===== config.mk =====
export PLATFORM = sky130hd
export DESIGN_NAME = mem_arbiter
export DESIGN_NICKNAME = d
export VERILOG_FILES = /design/src/rtl/rv32i_types.sv /design/src/rtl/mem_arbiter.sv
export SDC_FILE = /design/constraint.sdc
export NUM_CORES = 1
export LEC_CHECK = 0
export BUFFER_PORTS_ARGS = -buffer_cell sky130_fd_sc_hd__buf_2
export CAP_MARGIN = 25
export CORE_AREA = 2 2 536 538
export CTS_CLUSTER_DIAMETER = 150
export DETAILED_ROUTE_END_ITERATION = 10
export DIE_AREA = 0 0 538 540
export GPL_ROUTABILITY_DRIVEN = 1
export PLACE_DENSITY = 0.3
export SYNTH_ARGS = -nofsm -noshare
export SYNTH_HDL_FRONTEND = slang
export SYNTH_SLANG_ARGS = --single-unit

===== constraint.sdc =====
create_clock -name clk -period 2.65 [get_ports clk]
set_input_delay 0.53 -clock clk [delete_from_list [all_inputs] [get_ports clk]]
set_output_delay 0.53 -clock clk [all_outputs]
set_load 0.01 [all_outputs]

===== src/rtl/rv32i_types.sv =====
// Shared types for the memory arbiter.
//   arb_state_t : arbiter FSM states
//   LINE_WIDTH  : width of one cache line in bits
package rv32i_types;

  localparam int LINE_WIDTH = 256;

  typedef enum logic [1:0] {
    IDLE    = 2'd0,
    SERVE_I = 2'd1,
    SERVE_D = 2'd2,
    DONE    = 2'd3
  } arb_state_t;

endpackage


===== src/rtl/mem_arbiter.sv =====
// mem_arbiter: shares one physical memory port between an I-side (read-only)
// and a D-side (read/write) cache. Only one transaction is in flight at a time.
// Each grant is followed by a single DONE cycle, so a requester that still
// holds its request for one cycle after its resp is not served twice.
//
// Ports
//   clk, rst                    clock, synchronous active-high reset
//   i_address/i_read            I-side request (held until i_resp)
//   i_rdata/i_resp              I-side read line and completion pulse
//   d_address/d_read/d_write    D-side request (held until d_resp)
//   d_wdata                     D-side write line
//   d_rdata/d_resp              D-side read line and completion pulse
//   pmem_*                      physical memory command/data/completion
//
// Configuration
//   MEM_ARBITER_ROUND_ROBIN_EN  defined: alternate on simultaneous requests
//                               undefined: D-side always wins
module mem_arbiter
  import rv32i_types::*;
(
  input  logic                  clk,
  input  logic                  rst,
  input  logic [31:0]           i_address,
  input  logic                  i_read,
  output logic [LINE_WIDTH-1:0] i_rdata,
  output logic                  i_resp,
  input  logic [31:0]           d_address,
  input  logic                  d_read,
  input  logic                  d_write,
  input  logic [LINE_WIDTH-1:0] d_wdata,
  output logic [LINE_WIDTH-1:0] d_rdata,
  output logic                  d_resp,
  output logic [31:0]           pmem_address,
  output logic                  pmem_read,
  output logic                  pmem_write,
  output logic [LINE_WIDTH-1:0] pmem_wdata,
  input  logic [LINE_WIDTH-1:0] pmem_rdata,
  input  logic                  pmem_resp
);

  arb_state_t            r_state, w_next;
  logic [31:0]           r_addr;
  logic [LINE_WIDTH-1:0] r_wdata;
  logic                  r_write;

  logic w_i_req, w_d_req, w_any_req, w_grant_d;

  assign w_i_req   = i_read;
  assign w_d_req   = d_read | d_write;
  assign w_any_req = w_i_req | w_d_req;

`ifdef MEM_ARBITER_ROUND_ROBIN_EN
  // r_last_d = 1 means D was served last, so I wins the next tie.
  logic r_last_d;
  logic r_sel_d;
  assign w_grant_d = w_d_req & (~w_i_req | ~r_last_d);

  always_ff @(posedge clk) begin
    if (rst) begin
      r_last_d <= 1'b1;
      r_sel_d  <= 1'b0;
    end else begin
      if (r_state == IDLE && w_any_req) r_sel_d <= w_grant_d;
      if (r_state == DONE) r_last_d <= r_sel_d;
    end
  end
`else
  assign w_grant_d = w_d_req;
`endif

  always_comb begin
    w_next = r_state;
    case (r_state)
      IDLE:    if (w_any_req) w_next = w_grant_d ? SERVE_D : SERVE_I;
      SERVE_I: if (pmem_resp) w_next = DONE;
      SERVE_D: if (pmem_resp) w_next = DONE;
      DONE:    w_next = IDLE;
      default: w_next = IDLE;
    endcase
  end

  // Request fields are captured at grant; the pmem side only ever sees these
  // copies, so the requester may change its inputs mid-transaction.
  always_ff @(posedge clk) begin
    if (rst) begin
      r_state <= IDLE;
      r_addr  <= '0;
      r_wdata <= '0;
      r_write <= 1'b0;
    end else begin
      r_state <= w_next;
      if (r_state == IDLE && w_any_req) begin
        r_addr  <= w_grant_d ? d_address : i_address;
        r_write <= w_grant_d & d_write;
        if (w_grant_d & d_write) r_wdata <= d_wdata;
      end
    end
  end

  always_comb begin
    pmem_read  = 1'b0;
    pmem_write = 1'b0;
    i_resp     = 1'b0;
    d_resp     = 1'b0;
    i_rdata    = '0;
    d_rdata    = '0;
    case (r_state)
      SERVE_I: begin
        pmem_read = 1'b1;
        i_resp    = pmem_resp;
        if (pmem_resp) i_rdata = pmem_rdata;
      end
      SERVE_D: begin
        pmem_write = r_write;
        pmem_read  = ~r_write;
        d_resp     = pmem_resp;
        if (pmem_resp) d_rdata = pmem_rdata;
      end
      default: ;
    endcase
  end

  assign pmem_address = r_addr;
  assign pmem_wdata   = r_wdata;

endmodule


# Yosys cells after proc, flatten, opt, wreduce, memory -nomap -nowiden
# Index checks and enable logic that the tools add are counted.
# totals
inputBits,582
regBits,291
output_inout_bits,804
# classes
n_bitwise,4
reduce_logical,5
muxes,12
eq_ne,5
# op_table
cell,n
two-way mux 256 bit,3
two-way mux 32 bit,1
two-way mux 2 bit,3
one-hot mux 2 bit (3 select lines),1
== test 2 bit (second input constant),2
AND reduction 2 bit,2
two-way mux 1 bit,3
== test 2 x 1 -> 1 bit (second input constant),1
zero test 2 bit,1
inequality test 2 x 1 -> 1 bit (second input constant),1
inequality test 2 bit (second input constant),1
bitwise OR 1 bit,2
one-hot mux 1 bit (2 select lines),1
OR reduction 2 bit,1
AND 1 bit,1
logical AND 1 bit,1
inverter 1 bit,1

# Depth between registers and ports, before layout
# depth
depth_word,4
ltp_mapped,9
ltp_nobuf,5

# Worst setup path before layout
# No wires, ideal clock.
# synth_timing
path_type,reg2out
from,register r_state[0]
to,output d_rdata[100]
stages_incl_launch_ff,6
slack_ns,0.812
arrival_time_ns,1.308
path_cell_list,dfxtp_1 > inv_1 > ha_1 > clkbuf_1 > clkbuf_1 > and3_1
# synth_between
elab_chain_len,2
# synth_lines
item,line,text
from (decl),mem_arbiter.sv:41,"arb_state_t r_state, w_next;"
from (signal assigned),mem_arbiter.sv:91,r_state <= w_next;
== test 2 bit,mem_arbiter.sv:107,case (r_state)
two-way mux 256 bit,mem_arbiter.sv:107,
to (decl),mem_arbiter.sv:31,"output logic [LINE_WIDTH-1:0] d_rdata,"
# Every way passes these cells.

# Worst setup path after layout
# layout_timing
from,register r_state[0]
to,output d_rdata[108]
# Same word-level chain as after synthesis.

==> run metrics <==
status=finished, final reports clean; final setup skew=about 0.012 ns; total number of vias=21200; Slowest-stage cell, CP=dfxtp_4; Unique masters post-synth=26; Initial Util=5.03%; Cell Area, Synth=0.0143 sq mm; critical path capture point type=primary output; total power=24.0 mW; Crit Reg-Reg Startpoint=r_state[0]; count leader, synth=nand2_1; GR Util All Layers=14.6%; sequential area share after synthesis=40.7%; vias per std cell=3.00; share of cells above drive strength 1=51.0%; met2 WL post-DR=101000 um; placed cells=6915; max-slew violations=0; # IOs=~1400; dominant cell type by area after synthesis=dfxtp_1; first-pass GRT wire length=267000 um; Mean Syn Cell Area=approximately 7.4 sq um; R2R setup slack=0.45 ns; TritonCTS buffer count=41; Sink Count=291; maximum number of pins on one net before global-route repair=approximately 100; hold path depth=3; Max Fclk=roughly 0.38 GHz; Site Rows=roughly 200; Pwr per Cell Area=829 mW/mm^2; top cells by area, synth=dfxtp_1, and3_1, nand2_1, a21oi_1, clkbuf_1; routed len/inst=roughly 32 um; Max Cap Viol=0; Worst R2R End=pmem_wdata[209]; crit path DAT=2.10 ns; final core utilization=10.2%; Yosys top cell area share=between 40% and 50%; CTS Buffer Depth=3; Core ar.=0.284 sq mm; critical path's top delay family=buffers and inverters; reg2reg path depth=7; crit path buf inv count=5; Total Wirelength=225000 um; clk_lat worst skew=approximately 0.62 ns; synth cell count leaders=nand2_1, and3_1, dfxtp_1; initial drt markers=1178; fin crit period=2.63 ns; critical path endpoint=d_rdata[108]; Slew @ Worst Pin=0.691 ns; Die Ht=540 um; P_leak=14.6 nW; Mapped Nets=2517; kind of critical path=flop to primary output; vias in the first global route=20500; Port Buffers=1385; post-route cell area=0.0290 sq mm; top layer in use=met5; CTS tree=done; nets=approximately 3800; met1 WL=89100 um; final cell count without fillers=7048; min-delay worst type=primary input to flop; clock root buffer master=clkbuf_16; placed inst area=0.0259 sq mm; Congestion Overflow GR=0; period utilisation layout=between 90% and 100%; die area=0.291 sq mm; Max IR drop VDD=approximately 0.42 mV; Fin Setup TNS=0 ns; P&R area growth vs syn=103%; CP Cell Sequence=inv_6, ha_4, buf_12, buf_16, buf_16, and3_1, buf_2; worst endpoint required time=2.12 ns; Clk pin slew, worst setup/hold paths=0.06 ns; DRC violations left=0; WP depth=7; Async S/R FF share, synth=0%; HPWL after DPL=197000 um; most used cell, CP=buf_16; crit-path max cell delay=0.39 ns; final hold violation count=0; Die Span X=538 um; antenna violations before repair=215; first-pass detailed-route iteration total=4; CP max FO=13; final setup fails=0; WL met3=30000 um; RSZ-0062 raised after global routing=yes; H-tree levels=2; Rel. slew slack=53.9%; Routability Congestion=0.899; CP startpoint=r_state[0]; post-synthesis register bit count=a little under 300; Ys Warns=0; EDFF count, synth=0; Synth Flop Type=dfxtp_1; Worst setup SP type=flop; post-route antenna net violation count=0; Cells after Synth=1931
stage by stage:
stage | hold slack (ns) | setup WS [ns]
after floorplan | 0.458 | 0.812
after global placement | 0.444 | 0.258
after detailed placement | 0.444 | 0.273
after CTS | 0.0839 | -0.0613
after global routing | 0.105 | -0.0696
final | 0.149 | 0.0203
worst min path at each step:
| stage | from | end |
|---|---|---|
| final | d_wdata[104] | pmem_wdata[104] |
| after global routing | d_wdata[230] | pmem_wdata[230] |
| after CTS | d_wdata[29] | pmem_wdata[29] |
| after detailed placement | pmem_wdata[122] | pmem_wdata[122] |
| after global placement | pmem_wdata[198] | pmem_wdata[198] |
| after floorplan | r_write | r_write |
cells by family (layout without fill, tap and decap cells):
family	count (synthesis)	after routing	share of synthesized area [%]
AO/OA/AOI/OAI	328	328	12.9
adder cells (fa/ha/maj)	4	4	0.350
buffers and inverters	221	1545	7.65
flip-flops	291	291	40.7
multiplexers	12	12	0.839
other	0	31	0
AND/OR/NAND/NOR	1075	1075	37.5
final cells by class:
type                       count  area (sq um)
inverter                       4          22.5
tap                         3762          4710
timing repair buffer        1471          9140
clock inverter                13           208
sequential                   291          5830
clock buffer                  57          1170
antenna                       31          77.6
multi-input combinational   1419          7850
fill                       33500        255000
cell usage in the layout, fill, tap and decap left out, types with 2 or more instances in the layout:
cell       count
a21oi_1      269
a311oi_1       2
a311oi_2      18
a31o_2         2
and2_1         2
and3_1       425
and3_2         2
and3_4        85
buf_12        41
buf_16        14
buf_2       1266
buf_4         63
buf_6         62
buf_8          5
bufinv_16      5
clkbuf_1      10
clkbuf_16     53
clkbuf_4       9
clkbuf_8       4
clkinv_2       3
clkinv_4       3
dfxtp_1      289
dfxtp_4        2
diode_2       31
ha_1           2
ha_4           2
inv_1          2
inv_6          2
mux2i_1       12
nand2_1      533
nor2_1        11
nor2_2        10
nor2b_1        2
o21ai_0       32
where the power goes:
group          switching, mW  total, mW  internal, mW
Combinational           7.97       12.4          4.38
Clock                   2.42       5.98          3.55
Sequential             0.461       5.72          5.26
flip-flops by register name, indices dropped and copies added (netlist names):
name	count
r_write	1
pmem_wdata	256
r_state	2
pmem_address	32
worst reg2reg max path, cell delays in order, from the launching register on:
cell and delay, ns:
dfxtp_4 0.37, inv_6 0.08, buf_4 0.11, ha_1 0.39, and2_4 0.29, buf_12 0.28, nand2_1 0.43, a21oi_1 0.18
what timing repair did:
action | 4_1_cts | 5_1_grt
gates resized for setup | 121 | 142
pin swaps | 2 | 2
hold buffers | 0 | 0
cloned | 10 | 12
setup endpoints to repair | 503 | 372
buffers inserted | 7 | 6
per-layer routing:
metal,track usage [%],up-vias
li1,-,9236
met1,17.0,10100
met2,23.7,1443
met3,7.87,334
met4,2.62,8
met5,0,-
Note: power is estimated with default switching activity, not from simulation.
